[src/rtl/cdc_pkg.sv]
`default_nettype none
// ============================================================================
//  Module      : cdc_pkg
//  Description : Shared definitions for the two-phase (toggle) CDC handshake:
//                source-side FSM state encoding, default timeout and the
//                timeout-counter width helper.
//  Revision    : 1.0 - initial release
// ============================================================================
package cdc_pkg;

   typedef logic [1:0] cdc_state_t;

   localparam cdc_state_t ST_IDLE     = 2'd0;
   localparam cdc_state_t ST_WAIT_ACK = 2'd1;
   localparam cdc_state_t ST_ERROR    = 2'd2;

   localparam int CDC_TIMEOUT_DEFAULT = 1023;

   // Width of a counter able to hold 0..cycles, never narrower than one bit
   // so a disabled timeout (cycles == 0) still yields a legal vector.
   function automatic int cdc_cnt_width(input int cycles);
      int w;
      w = $clog2(cycles + 1);
      return (w < 1) ? 1 : w;
   endfunction

endpackage
`default_nettype wire

[src/rtl/synchronizer.sv]
`default_nettype none
// ============================================================================
//  Module      : synchronizer
//  Description : Two-flop synchronizer bringing an asynchronous level into
//                the clk domain. Each bit is synchronized independently, so
//                multi-bit use is only safe for gray-coded or toggle signals.
//  Revision    : 1.0 - initial release
//  Ports       : clk   - destination clock
//                rstn  - asynchronous active-low reset (flops clear to 0)
//                d_i   - asynchronous input
//                q_o   - synchronized output, two clk edges of latency
// ============================================================================
module synchronizer #(
   parameter int DATA_WIDTH = 1
) (
   input  logic                  clk,
   input  logic                  rstn,
   input  logic [DATA_WIDTH-1:0] d_i,
   output logic [DATA_WIDTH-1:0] q_o
);

   logic [DATA_WIDTH-1:0] meta_q;
   logic [DATA_WIDTH-1:0] sync_q;

   always_ff @(posedge clk or negedge rstn) begin
      if (!rstn) begin
         meta_q <= '0;
         sync_q <= '0;
      end else begin
         meta_q <= d_i;
         sync_q <= meta_q;
      end
   end

   assign q_o = sync_q;

endmodule
`default_nettype wire

[src/rtl/cdc_handshake_tx.sv]
`default_nettype none
// ============================================================================
//  Module      : cdc_handshake_tx
//  Description : Source side of the two-phase (toggle) CDC handshake. Takes a
//                word on a valid/ready interface, holds it on tx_data, toggles
//                tx_req and waits for the matching tx_ack toggle. A watchdog
//                flags a destination that never acknowledges.
//  Revision    : 1.0 - initial release
//  Ports       : clk, rstn         - launching clock, async active-low reset
//                s_valid/s_ready   - upstream handshake, s_data the word
//                tx_req/tx_data    - request toggle and held word to the
//                                    destination domain
//                tx_ack            - acknowledge toggle (asynchronous)
//                tx_done           - one-cycle pulse per completed transfer
//                busy              - transfer outstanding or timed out
//                timeout           - sticky timeout flag
//                timeout_clr       - clears timeout, abandons a timed-out
//                                    transfer
// ============================================================================
module cdc_handshake_tx
   import cdc_pkg::*;
#(
   parameter int DATA_WIDTH     = 16,
   parameter int TIMEOUT_CYCLES = CDC_TIMEOUT_DEFAULT
) (
   input  logic                  clk,
   input  logic                  rstn,
   input  logic                  s_valid,
   output logic                  s_ready,
   input  logic [DATA_WIDTH-1:0] s_data,
   output logic                  tx_req,
   output logic [DATA_WIDTH-1:0] tx_data,
   input  logic                  tx_ack,
   output logic                  tx_done,
   output logic                  busy,
   output logic                  timeout,
   input  logic                  timeout_clr
);

   localparam int               CNT_W    = cdc_cnt_width(TIMEOUT_CYCLES);
   localparam bit               TO_EN    = (TIMEOUT_CYCLES != 0);
   localparam logic [CNT_W-1:0] CNT_LAST = TO_EN ? CNT_W'(TIMEOUT_CYCLES - 1) : '0;
   localparam logic [CNT_W-1:0] CNT_MAX  = '1;

   cdc_state_t            state_q, state_d;
   logic                  req_q,   req_d;
   logic [DATA_WIDTH-1:0] data_q,  data_d;
   logic [CNT_W-1:0]      cnt_q,   cnt_d;
   logic                  done_q,  done_d;
   logic                  to_q,    to_d;
   logic                  ack_s;

   synchronizer #(
      .DATA_WIDTH (1)
   ) u_ack_sync (
      .clk  (clk),
      .rstn (rstn),
      .d_i  (tx_ack),
      .q_o  (ack_s)
   );

   always_comb begin
      state_d = state_q;
      req_d   = req_q;
      data_d  = data_q;
      cnt_d   = cnt_q;
      done_d  = 1'b0;
      to_d    = to_q;

      // Clearing the flag is allowed in any state; a timeout raised in the
      // same cycle below still wins so no expiry is lost.
      if (timeout_clr) begin
         to_d = 1'b0;
      end

      case (state_q)
         ST_IDLE: begin
            if (s_valid) begin
               data_d  = s_data;
               req_d   = ~req_q;
               cnt_d   = '0;
               state_d = ST_WAIT_ACK;
            end
         end

         ST_WAIT_ACK: begin
            // Phases equal means the destination has acknowledged; checked
            // first so an ack landing on the final count still completes.
            if (ack_s == req_q) begin
               state_d = ST_IDLE;
               done_d  = 1'b1;
            end else if (TO_EN && (cnt_q == CNT_LAST)) begin
               state_d = ST_ERROR;
               to_d    = 1'b1;
            end else if (cnt_q != CNT_MAX) begin
               cnt_d = cnt_q + CNT_W'(1);
            end
         end

         ST_ERROR: begin
            // Abandon the transfer: adopt the destination's phase so the
            // next request toggle is seen as a fresh one.
            if (timeout_clr) begin
               req_d   = ack_s;
               state_d = ST_IDLE;
            end
         end

         default: begin
            state_d = ST_IDLE;
         end
      endcase
   end

   always_ff @(posedge clk or negedge rstn) begin
      if (!rstn) begin
         state_q <= ST_IDLE;
         req_q   <= 1'b0;
         data_q  <= '0;
         cnt_q   <= '0;
         done_q  <= 1'b0;
         to_q    <= 1'b0;
      end else begin
         state_q <= state_d;
         req_q   <= req_d;
         data_q  <= data_d;
         cnt_q   <= cnt_d;
         done_q  <= done_d;
         to_q    <= to_d;
      end
   end

   // Decoded from the state register only, never from s_valid.
   assign s_ready = (state_q == ST_IDLE);
   assign busy    = (state_q == ST_WAIT_ACK) || (state_q == ST_ERROR);
   assign tx_req  = req_q;
   assign tx_data = data_q;
   assign tx_done = done_q;
   assign timeout = to_q;

endmodule
`default_nettype wire

[config.mk]
export PLATFORM = sky130hd
export DESIGN_NAME = cdc_handshake_tx
export DESIGN_NICKNAME = d
export VERILOG_FILES = /design/src/rtl/cdc_pkg.sv /design/src/rtl/synchronizer.sv /design/src/rtl/cdc_handshake_tx.sv
export SDC_FILE = /design/constraint.sdc
export NUM_CORES = 1
export LEC_CHECK = 0
export BUFFER_PORTS_ARGS = -buffer_cell sky130_fd_sc_hd__buf_2
export CORE_ASPECT_RATIO = 0.8
export CORE_UTILIZATION = 35
export CTS_BUF_LIST = sky130_fd_sc_hd__clkbuf_16
export DETAILED_ROUTE_END_ITERATION = 10
export SLEW_MARGIN = 5
export SYNTH_ARGS = -nofsm -noshare
export SYNTH_HDL_FRONTEND = slang
export SYNTH_SLANG_ARGS = --single-unit
[constraint.sdc]
create_clock -name clk -period 2 [get_ports clk]
set_input_delay 0.3 -clock clk [delete_from_list [all_inputs] [get_ports clk]]
set_output_delay 0.3 -clock clk [all_outputs]
set_load 0.02 [all_outputs]
==> summary.txt, run 1 <==
========================================================================================
CTS tree                                                                             yes
Die height                                                                       62.4 um
Metal1 wirelength                                                                1.57 mm
Setup repair after global routing missed its margin                                   no
Via density per instance                                                            5.09
Portion of the clock cycle consumed by the worst path in the final layout          92.9%
Achievable clock frequency                                                     0.538 GHz
Outcome                                                                        completed
DP HPWL                                                                          2.55 mm
Count of max-cap constraint violations                                                 0
GPL Wtd Cong                                                                       0.813
Wire length on met2                                                              1.59 mm
Final core area utilization                                                        47.6%
Number of storage elements in the synthesis netlist                                   33
Filler instances                                                                     395
Number of nets in the synthesized netlist                                            164
Overall track demand over capacity in global routing                               15.1%
Antenna violations before repair                                                       0
Wire length of the first global-routing pass                                     5.60 mm
Wirelength per Cell                                                              13.6 um
Series of cell instances along the critical path                            inv_1 -> ha_1 -> mux2_2 -> o21ai_1 -> buf_4 -> nor3_1 -> mux2_4
Sequential-to-total area share from yosys stat                                     51.8%
Antenna cells                                                                          0
Clk pin slew, worst setup/hold paths                                               50 ps
Total Nets Final                                                                     214
Residual antenna-violating net count after detailed routing                            0
Number of detailed-route iterations in the first pass                                  4
Clock sink count                                                                      33
Violation count after the first detailed-route iteration                              53
Worst slack at placement                                                         85.5 ps
Static Leakage                                                                  0.927 nW
Share of final-layout standard cells stronger than drive strength 1                42.0%
Setup crit start kind                                                           register
Critical path data required time                                                 2150 ps
Via count of the first global-routing pass                                          1188
Reg2Reg Depth                                                                          7
Reg2reg end                                                                     cnt_q[0]
Number of hold violations in the final report                                          0
Buffers inserted by post-CTS timing repair                                             0
Port buffer count                                                                     41
Top metal layer carrying routed signals                                             met4
Horizontal die dimension                                                         77.5 um
DR WL met3                                                                        140 um
Worst-path cell with the longest stage delay                                     dfrtp_1
Cells after Synth                                                                    137
Worst-case vdd ir drop                                                        0.000851 V
I/O pin count                                                                         42
Cell Area, Synth                                                               1590 um^2
Total gr overflow                                                                      0
Total core area                                                                4280 um^2
Max-slew violations                                                                    0
Starting density of the core                                                       37.2%
Startpoint-to-endpoint class of the critical path                           register to register
CP Data Arrival Time                                                             2010 ps
Max-Slew Margin vs Limit                                                           51.9%
CP startpoint                                                                 state_q[0]
Die ar.                                                                        4830 um^2
Type of the most critical hold path                                         input port to asynchronous set/reset pin
CP top delay family                                                         multiplexers
Drt total wl                                                                     3.34 mm
Fin area                                                                       2040 um^2
Worst Path Buf+Inv                                                                     2
Worst clock skew                                                                 4.19 ps
Site Rows                                                                             21
Number of buffers between clock root and the deepest sink                              2
Slowest Stage Delay on Critical Path                                              390 ps
Total Negative Setup Slacks                                                         0 ps
Count of final setup violators                                                         0
DRC violations left                                                                    0
Power Total                                                                    0.00343 W
Largest fanout on the critical path                                                   10
Final setup margin                                                                143 ps
Worst reg-to-reg setup slack                                                      140 ps
Vias                                                                                1246
Element type at the critical path end                                           register
Pin count of the biggest net entering global routing                                  34
Transition time at the pin with the least slew margin                             721 ps
Warnings, synthesis                                                                    0
Worst-skew pair later-pin latency                                                 270 ps
DP Area                                                                        1890 um^2
Shortest clock period the worst path allows after layout                         1860 ps
Htree depth                                                                            2
Reg2Reg Launch Point                                                          state_q[0]
Per-instance average area after synthesis                                      11.6 um^2
Cell variety after synth                                                              33
TritonCTS Buffers                                                                      5
Power density of the placed cells                                           1680 nW/um^2
Area growth from synthesis to layout                                               27.9%
Root cell of the clock tree                                                    clkbuf_16
Post-cts hold buffer count                                                             0
========================================================================================
==> worst register-to-register path: stages (launching register included) <==
cell	delay, ps
dfrtp_1	390
inv_1	110
ha_1	270
mux2_2	360
o21ai_1	100
buf_4	190
nor3_1	60
mux2_4	260
==> state kept, by name, summed over array words and instances (netlist names) <==
name and flops:
cnt_q 10, state_q 2, timeout 1, tx_data 16
tx_done 1, tx_req 1, u_ack_sync.meta_q 1, u_ack_sync.q_o 1
==> how the worst max path moves through the flow <==
stage | to | slack (ps) | cells after the start
2_1_floorplan | cnt_q[0] | 70 | 7
3_3_place_gp | cnt_q[0] | 180 | 6
3_5_place_dp | cnt_q[7] | 90 | 6
4_1_cts | cnt_q[7] | 80 | 6
5_1_grt | cnt_q[0] | 40 | 7
6_report | cnt_q[0] | 140 | 7
==> final cells by class <==
type	instances	area, um^2	share of cell area [%]
inverter	8	30.0	1.47
tap	57	71.3	3.50
clock buffer	5	125	6.13
clock inverter	3	17.5	0.859
multi-input combinational	91	712	34.9
timing repair buffer	48	258	12.6
sequential	33	826	40.5
==> metal layers <==
metal	GRT usage, %	vias up
met1	20.2	617
met5	0	-
met4	5.66	0
met3	4.56	5
met2	23.0	30
li1	-	594
==> cells by family (layout without fill, tap and decap cells) <==
kind of cell,after synthesis,in the layout,share of synthesized area (%)
flops,33,33,51.8
simple gates,35,35,13.0
buf+inv,13,64,3.69
fa+ha+maj,6,6,4.71
compound gates,30,30,12.6
xor+xnor,1,1,0.550
mux,19,19,13.7
==> synth_stat cells <==
master,n,area share (%)
a21oi_1,3,0.94
a22o_1,2,1.1
a32o_1,1,0.63
buf_2,2,0.63
buf_6,1,0.71
clkbuf_1,2,0.47
dfrtp_1,33,52
ha_1,6,4.7
inv_1,8,1.9
mux2_1,1,0.71
mux2_2,17,12
mux2_4,1,0.94
nand2_1,9,2.1
nand2_2,1,0.39
nand2b_1,3,1.2
nand3_1,5,1.6
nand3_2,1,0.63
nand3b_1,4,1.9
nand4_1,1,0.39
nor2_1,2,0.47
nor2b_1,1,0.39
nor3_1,3,0.94
nor4_1,1,0.39
nor4_4,1,1.3
o211ai_1,5,2.4
o21ai_0,12,3.8
o21ai_1,2,0.63
o221ai_1,3,1.6
o311ai_2,1,1.0
o31ai_1,1,0.47
or2_1,1,0.39
or4_1,2,0.94
xor2_1,1,0.55
==> report_power, final <==
part	internal [W]	switching, W	leakage, nW
logic	0.000662	0.000854	0.460
registers	0.000970	0.000225	0.398
clock network	0.000455	0.000263	0.0696
total	0.00209	0.00134	0.927
==> repair_timing <==
action,CTS,global route
endpoints found under the setup margin,0,9
hold endpoints to repair,0,0
gates resized for setup,0,1
==> metrics by stage <==
step	cells	hold WS, ps
after floorplan	137	4.41
after global placement	237	342
after detailed placement	237	344
after CTS	245	112
after global routing	245	127
final	245	84.7
==> cell usage in the layout, fill, tap and decap left out, types with 2 or more instances in the layout <==
cell | netlist | routed
a21oi_1 | 3 | 3
a22o_1 | 2 | 2
buf_2 | 2 | 41
buf_4 | 0 | 7
clkbuf_16 | 0 | 5
clkinv_2 | 0 | 2
dfrtp_1 | 33 | 33
ha_1 | 6 | 6
inv_1 | 8 | 8
mux2_2 | 17 | 17
nand2_1 | 9 | 9
nand2b_1 | 3 | 3
nand3_1 | 5 | 5
nand3b_1 | 4 | 4
nor2_1 | 2 | 2
nor3_1 | 3 | 3
o211ai_1 | 5 | 5
o21ai_0 | 12 | 12
o21ai_1 | 2 | 2
o221ai_1 | 3 | 3
or4_1 | 2 | 2
Note: power is estimated with default switching activity, not from simulation.
==> run 2, diff against run 1 <==
CORE_UTILIZATION = 52   (was 35)
PLACE_DENSITY = 0.79   (was not set)
==> run 2 against run 1 <==
Against the previous run:
- sequential power about the same
- via count is 0.88% higher
- total power down 0.33%
- routed wire length grew 1.0%
- die area down 32%
- sequential share of layout area is 0.61 points higher
- clock-buffer cell count stayed put
- worst hold slack worse by 4.1 ps
- critical path depth did not move
- setup slack worse by 2.6 ps
- cell area fell by 1.5%
- largest power group unchanged
==> summary.txt, run 2 (same netlist as run 1, synthesis figures left out) <==
========================================================================================
Outcome                                                                        completed
Reg2Reg Depth                                                                          7   unchanged
Static Leakage                                                                  0.935 nW   +0.86%
Reg2Reg Launch Point                                                          state_q[1]
Worst-path cell with the longest stage delay                                     dfrtp_1
WHS                                                                              80.6 ps   -4.09 ps
Worst slack at placement                                                          122 ps   +36.6 ps
Portion of the clock cycle consumed by the worst path in the final layout          93.0%   +0.13 points
Horizontal die dimension                                                         63.9 um   -17%
Antenna violations before repair                                                       0   unchanged
Total gr overflow                                                                      0   unchanged
Total core area                                                                2830 um^2   -34%
Slowest Stage Delay on Critical Path                                              400 ps   about the same
Number of flip-flops under the largest register name                                  16   unchanged
CP startpoint                                                                 state_q[1]
Clock sink count                                                                      33   unchanged
Max-Slew Margin vs Limit                                                           52.5%   +0.57 points
Clk pin slew, worst setup/hold paths                                               50 ps   about the same
TritonCTS Buffers                                                                      5   unchanged
Antenna cells                                                                          0   unchanged
Pin count of the biggest net entering global routing                                  34   unchanged
CP Data Arrival Time                                                             2010 ps   about the same
Shortest clock period the worst path allows after layout                         1860 ps   +2.58 ps
Starting density of the core                                                       56.3%   +19 points
Filler instances                                                                     209   -47%
Critical path data required time                                                 2150 ps   about the same
Total Negative Setup Slacks                                                         0 ps   unchanged
Root cell of the clock tree                                                    clkbuf_16
GPL Wtd Cong                                                                       0.773   -4.9%
Worst clock skew                                                                 3.21 ps   -0.979 ps
Startpoint-to-endpoint class of the critical path                           register to register
Number of buffers between clock root and the deepest sink                              2   unchanged
Wire length of the first global-routing pass                                     5.64 mm   +0.75%
Worst-case vdd ir drop                                                         0.00111 V   +31%
Port buffer count                                                                     41   unchanged
Transition time at the pin with the least slew margin                             713 ps   -8.52 ps
CTS tree                                                                             yes
Setup repair after global routing missed its margin                                   no
Series of cell instances along the critical path                            inv_1 -> ha_1 -> mux2_2 -> o21ai_1 -> buf_4 -> nor3_1 -> mux2_4
Total Nets Final                                                                     214   unchanged
Most frequent cells in the layout                                           41 x buf_2, 33 x dfrtp_1, 17 x mux2_2
DP HPWL                                                                          2.44 mm   -4.5%
Power Total                                                                    0.00342 W   -0.33%
Residual antenna-violating net count after detailed routing                            0   unchanged
Achievable clock frequency                                                     0.538 GHz   -0.14%
Setup crit start kind                                                           register
Via density per instance                                                            5.56   +9.4%
Via count of the first global-routing pass                                          1238   +4.2%
Vias                                                                                1257   +0.88%
Number of detailed-route iterations in the first pass                                  4   unchanged
Largest fanout on the critical path                                                   10   unchanged
Site Rows                                                                             17   -19%
Drt total wl                                                                     3.37 mm   +1.0%
Worst reg-to-reg setup slack                                                      140 ps   about the same
Overall track demand over capacity in global routing                               23.4%   +8.3 points
CP top delay family                                                         multiplexers
Violation count after the first detailed-route iteration                             107   +100%
I/O pin count                                                                         42   unchanged
Post-cts hold buffer count                                                             0   unchanged
Area growth from synthesis to layout                                               26.1%
Final setup margin                                                                140 ps   -2.58 ps
DRC violations left                                                                    0   unchanged
Die height                                                                       51.5 um   -17%
Power density of the placed cells                                           1700 nW/um^2   +1.2%
Htree depth                                                                            2   unchanged
Number of hold violations in the final report                                          0   unchanged
Count of final setup violators                                                         0   unchanged
Worst-skew pair later-pin latency                                                 270 ps   about the same
Type of the most critical hold path                                         input port to asynchronous set/reset pin
Wirelength per Cell                                                              14.9 um   +9.5%
Max-slew violations                                                                    0   unchanged
Reg2reg end                                                                     cnt_q[0]
Leading cell type in the layout, fill and taps excluded                            buf_2
Share of final-layout standard cells stronger than drive strength 1                40.4%   -1.6 points
Count of max-cap constraint violations                                                 0   unchanged
Element type at the critical path end                                           register
Worst Path Buf+Inv                                                                     2   unchanged
Buffers inserted by post-CTS timing repair                                             0   unchanged
Die ar.                                                                        3290 um^2   -32%
========================================================================================
[run 2: cell types whose count changed in the layout (fill, tap and decap cells not counted), sizes merged]
cell and delta:
clkinvlp -1, clkinv -2, inv +3
[run 2: per-stage QoR]
step,utilization [%],std cells,cell area [um^2]
floorplan,-,137,1590
global placement,66.1,218,1870
detailed placement,66.1,218,1870
CTS,70.9,226,2010
global route,71.0,226,2010
finish,71.0,226,2010
[run 2: worst max-delay path by stage]
stage / end / cells after the start
floorplan: cnt_q[0] / 7
global placement: cnt_q[0] / 6
detailed placement: cnt_q[7] / 6
CTS: cnt_q[7] / 6
global route: cnt_q[0] / 7
finish: cnt_q[0] / 7
[run 2: worst register-to-register path: stages (launching register included)]
cell and delay [ps]:
dfrtp_1 400, inv_1 120, ha_1 250, mux2_2 350
o21ai_1 120, buf_4 200, nor3_1 60, mux2_4 250
[run 2: layout make-up]
| type | instances | area, um^2 | area share [%] |
|---|---|---|---|
| inverter | 8 | 30.0 | 1.49 |
| tap | 38 | 47.5 | 2.37 |
| multi-input combinational | 91 | 712 | 35.4 |
| sequential | 33 | 826 | 41.1 |
| clock inverter | 3 | 11.3 | 0.560 |
| clock buffer | 5 | 125 | 6.23 |
| timing repair buffer | 48 | 258 | 12.8 |
[run 2: repair_timing]
item                                    CTS  global route
hold endpoints to repair                  0             0
resized for setup                         0             1
endpoints found under the setup margin    0             6
[run 2: metal layers]
| metal | GRT usage (%) | part of all wire (%) |
|---|---|---|
| met1 | 29.8 | 42 |
| met3 | 7.46 | 6.1 |
| met5 | 0 | 0 |
| met2 | 38.7 | 52 |
| met4 | 6.82 | 0.71 |
[run 2: power by group]
part	switching, W	internal, W
clock network	0.000254	0.000447
logic	0.000855	0.000661
registers	0.000232	0.000971
total	0.00134	0.00208
==> run 3, diff against run 2 <==
CTS_BUF_LIST = not set   (was sky130_fd_sc_hd__clkbuf_16)
==> run 3 against run 2 <==
Against the previous run:
- final cell count did not move
- sequential share of layout area grew 1.2 points
- cell area is 2.8% lower
- clock power shrank 33%
- combinational power about the same
- core utilization is 2.0 points lower
- critical path depth did not move
- routed wire length is 2.0% lower
- total power is 6.8% lower
- flip-flop and latch count stayed put
- first-iteration DRC count shrank 25%
- largest cell class unchanged
- highest routed layer unchanged
==> summary.txt, run 3 (same netlist as run 1, synthesis figures left out) <==
========================================================================================
Antenna violations before repair                                                       0   unchanged
Total Nets Final                                                                     214   unchanged
Clk pin slew, worst setup/hold paths                                               70 ps   +20 ps
Root cell of the clock tree                                                     clkbuf_8
CTS tree                                                                             yes
Portion of the clock cycle consumed by the worst path in the final layout          92.0%   -1.0 points
Leading cell type in the layout, fill and taps excluded                            buf_2
Area growth from synthesis to layout                                               22.5%
Total core area                                                                2830 um^2   unchanged
Starting density of the core                                                       56.3%   unchanged
Total Negative Setup Slacks                                                         0 ps   unchanged
TritonCTS Buffers                                                                      5   unchanged
Pin count of the biggest net entering global routing                                  34   unchanged
# resized after CTS                                                                    0   unchanged
DRC violations left                                                                    0   unchanged
Site Rows                                                                             17   unchanged
Multi-input gate area in the final layout                                       712 um^2   unchanged
Htree depth                                                                            2   unchanged
Critical path data required time                                                 2170 ps   +20 ps
Total gr overflow                                                                      0   unchanged
Shortest clock period the worst path allows after layout                         1840 ps   -20.8 ps
Achievable clock frequency                                                     0.544 GHz   +1.1%
Clock sink count                                                                      33   unchanged
Storage element area                                                            826 um^2   unchanged
Most frequent cells in the layout                                           41 x buf_2, 33 x dfrtp_1, 17 x mux2_2
Worst clock skew                                                                 4.19 ps   +0.976 ps
Number of flip-flops under the largest register name                                  16   unchanged
Buffers inserted by post-CTS timing repair                                             0   unchanged
Vias                                                                                1243   -1.1%
Share of final-layout standard cells stronger than drive strength 1                40.4%   unchanged
Setup crit start kind                                                           register
Residual antenna-violating net count after detailed routing                            0   unchanged
GPL Wtd Cong                                                                       0.773   unchanged
Wirelength per Cell                                                              14.6 um   -2.0%
Worst-skew pair later-pin latency                                                 280 ps   about the same
Element type at the critical path end                                           register
CP Data Arrival Time                                                             2000 ps   about the same
Power Total                                                                    0.00319 W   -6.8%
Static Leakage                                                                  0.897 nW   -4.1%
Wire length of the first global-routing pass                                     5.44 mm   -3.7%
Number of buffers between clock root and the deepest sink                              2   unchanged
Worst-case vdd ir drop                                                        0.000857 V   -23%
WHS                                                                              77.2 ps   -3.38 ps
Count of final setup violators                                                         0   unchanged
Worst reg-to-reg setup slack                                                      160 ps   +20 ps
I/O pin count                                                                         42   unchanged
Number of hold violations in the final report                                          0   unchanged
Violation count after the first detailed-route iteration                              80   -25%
Overall track demand over capacity in global routing                               22.2%   -1.2 points
Drt total wl                                                                     3.31 mm   -2.0%
Filler instances                                                                     214   +2.4%
Via count of the first global-routing pass                                          1218   -1.6%
Setup repair after global routing missed its margin                                   no
Port buffer count                                                                     41   unchanged
Startpoint-to-endpoint class of the critical path                           register to register
Die ar.                                                                        3290 um^2   unchanged
Outcome                                                                        completed
Antenna cells                                                                          0   unchanged
Via density per instance                                                            5.50   -1.1%
Power density of the placed cells                                           1630 nW/um^2   -4.1%
Max-Slew Margin vs Limit                                                           52.1%   -0.42 points
Number of detailed-route iterations in the first pass                                  4   unchanged
Transition time at the pin with the least slew margin                             719 ps   +6.32 ps
Largest fanout on the critical path                                                   10   unchanged
DP HPWL                                                                          2.44 mm   unchanged
Post-cts hold buffer count                                                             0   unchanged
Die height                                                                       51.5 um   unchanged
Count of max-cap constraint violations                                                 0   unchanged
Horizontal die dimension                                                         63.9 um   unchanged
Max-slew violations                                                                    0   unchanged
Type of the most critical hold path                                         input port to asynchronous set/reset pin
========================================================================================
## run 3: changes by cell type in the layout (fill, tap and decap cells not counted)
cell / change
clkbuf_1: +3
clkbuf_16: -5
clkbuf_8: +5
inv_1: -3
## run 3: path summary, 6_finish.rpt
path                              startpoint  depth (start not counted)           endpoint
setup / recovery                  state_q[1]                          7           cnt_q[0]
hold / removal                          rstn                          1           cnt_q[7]
setup reg to reg                  state_q[1]                          7           cnt_q[0]
hold reg to reg            u_ack_sync.meta_q                          0     u_ack_sync.q_o
max in group asynchronous               rstn                          1        tx_data[14]
min in group clk                      tx_ack                          1  u_ack_sync.meta_q
## run 3: cell type report
type                            count  share of cell area, %
Clock buffer                        8                   4.10
Inverter                            8                   1.54
Multi-Input combinational cell     91                   36.5
Sequential cell                    33                   42.3
Tap cell                           38                   2.43
Timing Repair Buffer               48                   13.2
## run 3: worst max-delay path: stages (launching register included)
cell and delay, ps:
dfrtp_1 410, inv_1 120, ha_1 250, mux2_2 350, o21ai_1 100, buf_4 190
nor3_1 60, mux2_4 260
## run 3: metrics by stage
stage | util, % | instances | cell area [um^2] | setup slack (ps)
6_report | 69.0 | 226 | 1950 | 161
5_1_grt | 69.0 | 226 | 1950 | 64.7
4_1_cts | 69.0 | 226 | 1950 | 116
3_5_place_dp | 66.1 | 218 | 1870 | 122
3_3_place_gp | 66.1 | 218 | 1870 | 217
2_1_floorplan | - | 137 | 1590 | 72.1
## run 3: power by group
part	switching (W)	internal, W
sequential	0.000232	0.000969
clock	0.000224	0.000247
combinational	0.000852	0.000661
## run 3: per-layer routing
metal / routed length, um / GRT usage [%] / part of all wire, % / vias to the layer above
li1: - / - / - / 591
met1: 1450 / 29.2 / 44 / 612
met2: 1670 / 36.3 / 51 / 35
met3: 145 / 5.26 / 4.4 / 5
met4: 34 / 7.95 / 1.0 / 0
met5: 0 / 0 / 0 / -
